$ cat config.mk
export PLATFORM = sky130hd
export DESIGN_NAME = dmem_bytelane
export DESIGN_NICKNAME = d
export VERILOG_FILES = /design/src/rtl/dmem_bytelane.sv
export SDC_FILE = /design/constraint.sdc
export NUM_CORES = 2
export LEC_CHECK = 0
export BUFFER_PORTS_ARGS = -buffer_cell sky130_fd_sc_hd__buf_2
export CAP_MARGIN = 25
export CORE_MARGIN = 10
export CORE_UTILIZATION = 25
export DETAILED_ROUTE_END_ITERATION = 6
export PLACE_DENSITY = 0.46
export SLEW_MARGIN = 20
export SYNTH_ARGS = -nofsm -noshare
export SYNTH_HDL_FRONTEND = slang
export SYNTH_SLANG_ARGS = --single-unit
$ cat constraint.sdc
create_clock -name clk -period 6.1 [get_ports clk]
set_clock_uncertainty 0.15 [all_clocks]
set_input_delay 1.22 -clock clk [delete_from_list [all_inputs] [get_ports clk]]
set_output_delay 1.22 -clock clk [all_outputs]
set_load 0.05 [all_outputs]
$ cat src/rtl/dmem_bytelane.sv
// Single-port byte-lane data memory with valid/ready request/response and READ_LAT-cycle response.
// Define DMEM_MISALIGN_CHK_EN to flag misaligned half/word accesses as errors.
module dmem_bytelane #(
  parameter int unsigned DEPTH_WORDS = 64,
  parameter int unsigned READ_LAT    = 1
) (
  input  logic        clk,
  input  logic        reset,
  input  logic        req_valid,
  output logic        req_ready,
  input  logic        req_we,
  input  logic [1:0]  req_size,
  input  logic        req_unsigned,
  input  logic [31:0] req_addr,
  input  logic [31:0] req_wdata,
  output logic        rsp_valid,
  input  logic        rsp_ready,
  output logic [31:0] rsp_rdata,
  output logic        rsp_err
);
  localparam int unsigned AW = $clog2(DEPTH_WORDS);
  localparam logic [1:0] CNT_LAST = (READ_LAT > 1) ? 2'(READ_LAT - 2) : 2'd0;

  typedef enum logic [1:0] {IDLE, BUSY, RESP} state_e;

  state_e        state_q, state_d;
  logic [1:0]    cnt_q, cnt_d;
  logic          rsp_valid_q, rsp_valid_d;
  logic [31:0]   rsp_rdata_q, rsp_rdata_d;
  logic          rsp_err_q, rsp_err_d;
  logic          we_q, we_d;
  logic [1:0]    size_q, size_d;
  logic          uns_q, uns_d;
  logic [AW-1:0] idx_q, idx_d;
  logic [1:0]    lane_q, lane_d;
  logic          bad_q, bad_d;

  logic [31:0] mem [DEPTH_WORDS];

  logic        accept;
  logic        in_range;
  logic        misalign;
  logic        req_bad;
  logic [3:0]  be;
  logic [31:0] wlanes;
  logic [31:0] word_rd;
  logic [7:0]  byte_sel;
  logic [15:0] half_sel;
  logic [31:0] load_data;

  assign req_ready = (state_q == IDLE) && !reset;
  assign accept    = req_valid && req_ready;
  assign in_range  = ~|req_addr[31:AW+2];

`ifdef DMEM_MISALIGN_CHK_EN
  assign misalign = ((req_size == 2'b01) && req_addr[0]) ||
                    ((req_size == 2'b10) && (req_addr[1:0] != 2'b00));
`else
  assign misalign = 1'b0;
`endif

  assign req_bad = !in_range || (req_size == 2'b11) || misalign;

  always_comb begin
    be     = 4'b0000;
    wlanes = req_wdata;
    case (req_size)
      2'b00: begin
        be     = 4'b0001 << req_addr[1:0];
        wlanes = {4{req_wdata[7:0]}};
      end
      2'b01: begin
        be     = req_addr[1] ? 4'b1100 : 4'b0011;
        wlanes = {2{req_wdata[15:0]}};
      end
      2'b10:   be = 4'b1111;
      default: be = 4'b0000;
    endcase
  end

  // Stores commit on the accept edge so any later load observes them.
  always_ff @(posedge clk) begin
    if (accept && req_we && !req_bad) begin
      for (int unsigned i = 0; i < 4; i++) begin
        if (be[i]) mem[req_addr[AW+1:2]][8*i +: 8] <= wlanes[8*i +: 8];
      end
    end
  end

  assign word_rd  = mem[idx_q];
  assign byte_sel = word_rd[{lane_q, 3'b000} +: 8];
  assign half_sel = lane_q[1] ? word_rd[31:16] : word_rd[15:0];

  always_comb begin
    case (size_q)
      2'b00:   load_data = {{24{!uns_q && byte_sel[7]}}, byte_sel};
      2'b01:   load_data = {{16{!uns_q && half_sel[15]}}, half_sel};
      default: load_data = word_rd;
    endcase
  end

  always_comb begin
    state_d     = state_q;
    cnt_d       = cnt_q;
    rsp_valid_d = rsp_valid_q;
    rsp_rdata_d = rsp_rdata_q;
    rsp_err_d   = rsp_err_q;
    we_d        = we_q;
    size_d      = size_q;
    uns_d       = uns_q;
    idx_d       = idx_q;
    lane_d      = lane_q;
    bad_d       = bad_q;
    case (state_q)
      IDLE: begin
        if (accept) begin
          we_d    = req_we;
          size_d  = req_size;
          uns_d   = req_unsigned;
          idx_d   = req_addr[AW+1:2];
          lane_d  = req_addr[1:0];
          bad_d   = req_bad;
          cnt_d   = '0;
          state_d = (READ_LAT == 1) ? RESP : BUSY;
        end
      end
      BUSY: begin
        if (cnt_q == CNT_LAST) state_d = RESP;
        else                   cnt_d   = cnt_q + 2'd1;
      end
      RESP: begin
        // First RESP cycle registers the result; rsp_valid rises READ_LAT edges after accept.
        if (!rsp_valid_q) begin
          rsp_valid_d = 1'b1;
          rsp_rdata_d = (we_q || bad_q) ? '0 : load_data;
          rsp_err_d   = bad_q;
        end else if (rsp_ready) begin
          rsp_valid_d = 1'b0;
          rsp_rdata_d = '0;
          rsp_err_d   = 1'b0;
          state_d     = IDLE;
        end
      end
      default: state_d = IDLE;
    endcase
  end

  always_ff @(posedge clk) begin
    if (reset) begin
      state_q     <= IDLE;
      cnt_q       <= '0;
      rsp_valid_q <= 1'b0;
      rsp_rdata_q <= '0;
      rsp_err_q   <= 1'b0;
      we_q        <= 1'b0;
      size_q      <= '0;
      uns_q       <= 1'b0;
      idx_q       <= '0;
      lane_q      <= '0;
      bad_q       <= 1'b0;
    end else begin
      state_q     <= state_d;
      cnt_q       <= cnt_d;
      rsp_valid_q <= rsp_valid_d;
      rsp_rdata_q <= rsp_rdata_d;
      rsp_err_q   <= rsp_err_d;
      we_q        <= we_d;
      size_q      <= size_d;
      uns_q       <= uns_d;
      idx_q       <= idx_d;
      lane_q      <= lane_d;
      bad_q       <= bad_d;
    end
  end

  assign rsp_valid = rsp_valid_q;
  assign rsp_rdata = rsp_rdata_q;
  assign rsp_err   = rsp_err_q;

endmodule
== After elaboration in Yosys (flattened, before gate mapping) ==
Memories as Yosys holds them, arrays and structs flattened. A register that Yosys moved wholly into a read port is not among the register bits.
Index checks and enable logic that the tools add are counted.

* Output and inout bits: 35
* Bits in writable memories: 2,048
* Logic and storage cells: 82
* Bits in registers: 51
* Memories: 1
* Bits of input ports: 72

* $add $sub $neg: 1
* Mux-type cells: 34
* Shift-type cells: 2
* Equal/unequal tests: 12
* Reductions and logical operators: 21

{| class="wikitable"
|+ Memory list
! memory !! words !! width !! rd ports !! clocked after memory_dff !! wr ports !! RTL line !! source
|-
| mem || 64 || 32 || 1 || 1 || 1 || 38 || <nowiki>logic [31:0] mem [DEPTH_WORDS];</nowiki>
|}

{| class="wikitable"
|+ Operators with widths
! kind !! number
|-
| one-hot mux 32 bit (2 select lines) || 2
|-
| 2-to-1 mux 32 bit || 3
|-
| variable part select 32 x 6 -> 8 bit || 1
|-
| OR reduction 24 bit || 1
|-
| 2-to-1 mux 1 bit || 16
|-
| 2-to-1 mux 16 bit || 1
|-
| 2-to-1 mux 2 bit || 6
|-
| 2-to-1 mux 6 bit || 2
|-
| inequality test 2 bit (second input constant) || 6
|-
| one-hot mux 4 bit (3 select lines) || 1
|-
| zero test 2 bit || 4
|-
| == test 2 x 1 -> 1 bit (second input constant) || 3
|-
| == test 2 bit (second input constant) || 3
|-
| logical AND 1 bit || 6
|-
| one-hot mux 2 bit (3 select lines) || 1
|-
| 2-to-1 mux 4 bit || 1
|-
| one-hot mux 2 bit (2 select lines) || 1
|-
| AND reduction 2 bit || 2
|-
| AND reduction 4 bit || 1
|-
| left shift 1 x 2 -> 4 bit (first input constant) || 1
|-
| zero test 1 bit || 3
|-
| AND reduction 3 bit || 1
|-
| adder 2 x 1 -> 2 bit (second input constant) || 1
|-
| logical OR 1 bit || 2
|-
| nonzero test 2 bit || 1
|}

== Longest topological paths before layout ==
* Depth after elaboration: 7
* Depth in mapped cells: 15
* Mapped depth without buffers: 8

== Least setup slack after synthesis ==
No wires, ideal clock.

* Path type: input-to-reg
* From: in req_size[0]
* To: mem mem[0][24], data pin
* Arrival time: 4,295 ps
* Library setup time: 702 ps
* Setup slack: 953 ps
* Path buffers: 1
* Data required time: 5,248 ps
* Cell stages on the path: 3
* Cell sequence: buf_1 mux2i_1 o21ai_0

* Longest elaborated chain between the ends: 2
* Elaborated cells on any way between the ends: 3

{| class="wikitable"
|+ Ends and longest elaborated chain
! item !! RTL line !! source
|-
| start: declaration || 12 || <nowiki>input logic [1:0] req_size,</nowiki>
|-
| == test 2 x 1 -> 1 bit / zero test 2 bit (equally long branches) || 67 || <nowiki>case (req_size)</nowiki>
|-
| one-hot mux 32 bit (2 select lines) (*) || 67 ||
|-
| via wlanes[24] || 45 || <nowiki>logic [31:0] wlanes;</nowiki>
|-
| end: declaration || 38 ||
|}

The timed path passes the listed nets; every way through them passes the cells marked *.

==> metrics.txt <==
root buf cell=clkbuf_16; Top-Level Pins=around 110; cell count after synthesis=3970; setup_tns=0 ns; startpoint types=register; Top FF cell, synth=edfxtp_1; Post-CTS Hold Fix Bufs=0; Lkg Pwr=28.4 nW; Final Slew Violations=0; DRC violations left=0; CTS H-tree lvls=4; gpl congestion=approximately 0.83; share of layout cells above drive strength 1=around a quarter; register area share after synthesis=76.1%; die height=594 um; Skew-Pair Late Insertion Delay=0.88 ns; vias in the first global route=between 40000 and 50000; Nets=4288; Port Buffers=between 100 and 150; cts bufs inserted=217; worst-path fanout max=68; commonest non-fill, non-tap cell in the layout=edfxtp_1; Clk pin slew, worst setup/hold paths=0.06 ns; FFs w/ async S/R, synth=0%; total track usage=15.1%; DRT Wirelength=275 mm; GRT Residual Overflow=0; number of synthesized flops with an enable pin=2048; crit path DAT=5.41 ns; Min Clock Period, post-route=4.74 ns; Hold Path Class=reg2reg; final hold violation count=0; cell area after synthesis=82200 um2; WHS=0.322 ns; Max Freq=211 MHz; initial antenna violation count=53; Ys Warns=0; critical hold path startpoint=idx_q[3]$_SDFFE_PP0P_; most frequent cells in the layout=edfxtp_1, mux4_2, nor2_1; final setup margin=1.36 ns; Final ANT Viol Nets=0; largest cells by area after synthesis=edfxtp_1, mux4_2, mux2i_1; CTS tree=built; relative slew slack=22.3%; worst slack, placed=0.950 ns; Post-CTS Setup Inserts=0; RSZ-0062 raised after global routing=no; Final setup viols=0; CP endpoint kind=register; DR vias/cell=4.84; Max-Cap Viols=0; Mapped Avg Cell Area=20.7 um2; CTS max path bufs=3; Syn Nets=4042; Layout Utilization=between 20% and 30%; core area=327000 um2; Req. time, crit path=a little under 7 ns; Initial DRC Count=5600; Layout area overhead=16.3%; vias=42400; Starting Density=25.1%; area share of the largest cell type after synthesis=74.8%; post-synthesis register bit count=2102; die area=roughly 350000 um2; Crit Path Class=reg2reg; area leader, netlist=edfxtp_1; TritonCTS Sinks=2102; maximum VDD drop=0.286 mV; Tcrit/Tclk final=77.7%; die width=594 um; distinct cell type count after synthesis=61; CTS-repair resized insts=0; largest net degree at the start of global routing=between 70 and 80; PD cells=333 nW/um2; Pre-antenna DRT Iters=7; routed len/inst=31.4 um; Rows=210; HPWL after DPL=approximately 180 mm; worst slew pin tran=1.16 ns; first-pass GRT wire length=374 mm; status=complete, no violations
critical path: stages, from the launching register on:
cell and delay [ns]:
dfxtp_4 0.89, buf_12 0.43, mux2i_1 0.20, a221oi_1 0.65
a221oi_1 0.26, a31oi_1 0.57, mux4_2 0.45, mux2i_4 0.09
nor4b_4 0.51, buf_6 0.24, a221o_1 0.13
layer usage:
layer,up-vias,GRT usage [%],wire (um)
met2,1874,24.2,130000
met5,-,0,95
met1,23000,19.9,113000
met3,484,2.90,18600
li1,17100,-,-
met4,14,6.54,13400
worst paths after layout:
path / to / slack [ns] / cells past startpoint
setup / recovery: rsp_rdata[16]$_SDFFE_PP0P_ / 1.36 / 10
setup reg to reg: rsp_rdata[16]$_SDFFE_PP0P_ / 1.36 / 10
hold reg to reg: register / 0.32 / 2
hold / removal: register / 0.32 / 2
through the flow:
stage / cells / power [mW] / cell area, um2
2_1_floorplan: 3970 / 17.6 / 82200
3_3_place_gp: 8339 / 18.7 / 88300
3_5_place_dp: 8341 / 18.7 / 88300
4_1_cts: 8747 / 32.1 / 95500
5_1_grt: 8755 / 32.8 / 95600
6_report: 8769 / 31.9 / 95600
state kept, by name, summed over array words and instances (netlist names), named ones only:
signal     cells
rsp_err        1
rsp_rdata     32
state_q        1
idx_q          6
rsp_valid      1
size_q         2
uns_q          1
mem         2048
we_q           1
lane_q         2
bad_q          1
power by group:
group | total, mW | leakage [nW] | switching (mW) | internal, mW
clock network | 13.5 | 3.49 | 5.77 | 7.69
registers | 16.0 | 18.9 | 0.0754 | 16.0
logic | 2.36 | 6.09 | 1.62 | 0.735
total | 31.9 | 28.4 | 7.47 | 24.4
synth_stat cells, types with 7 or more instances:
library cell  count
a211oi_1          9
a21oi_1          45
a221o_1          18
a221oi_1         68
a22o_1           20
a22oi_1          84
a31oi_1          14
and2_1           11
and3_1            9
buf_1            16
buf_2            45
buf_4            66
buf_6            30
clkbuf_1         75
dfxtp_1          54
edfxtp_1       2048
inv_1             7
mux2_2           24
mux2i_1         174
mux4_2          493
nand2_1         157
nand3_1          11
nor2_1          306
nor2b_1          13
nor3_1           16
nor3b_1           7
o21ai_0          54
o21ai_1          18
o22ai_1           9
cells by family after synthesis:
logic type	count (synthesis)	share of synthesized area, %
AND/OR/NAND/NOR	551	2.79
flip-flops	2102	76.1
AO/OA/AOI/OAI	377	3.29
multiplexers	692	16.0
buffers and inverters	248	1.84
cell type report:
cell class              count  area, um2
clock buffers             260       5620
repair buffers            265       1910
multi-input cells        1620      18400
diodes                     20       50.0
fillers                 32100     232000
flip-flops and latches   2102      62600
inverters                  10       40.0
clock inverters           146       1570
well taps                4346       5440
No activity file was read; power rests on OpenSTA's default activity.
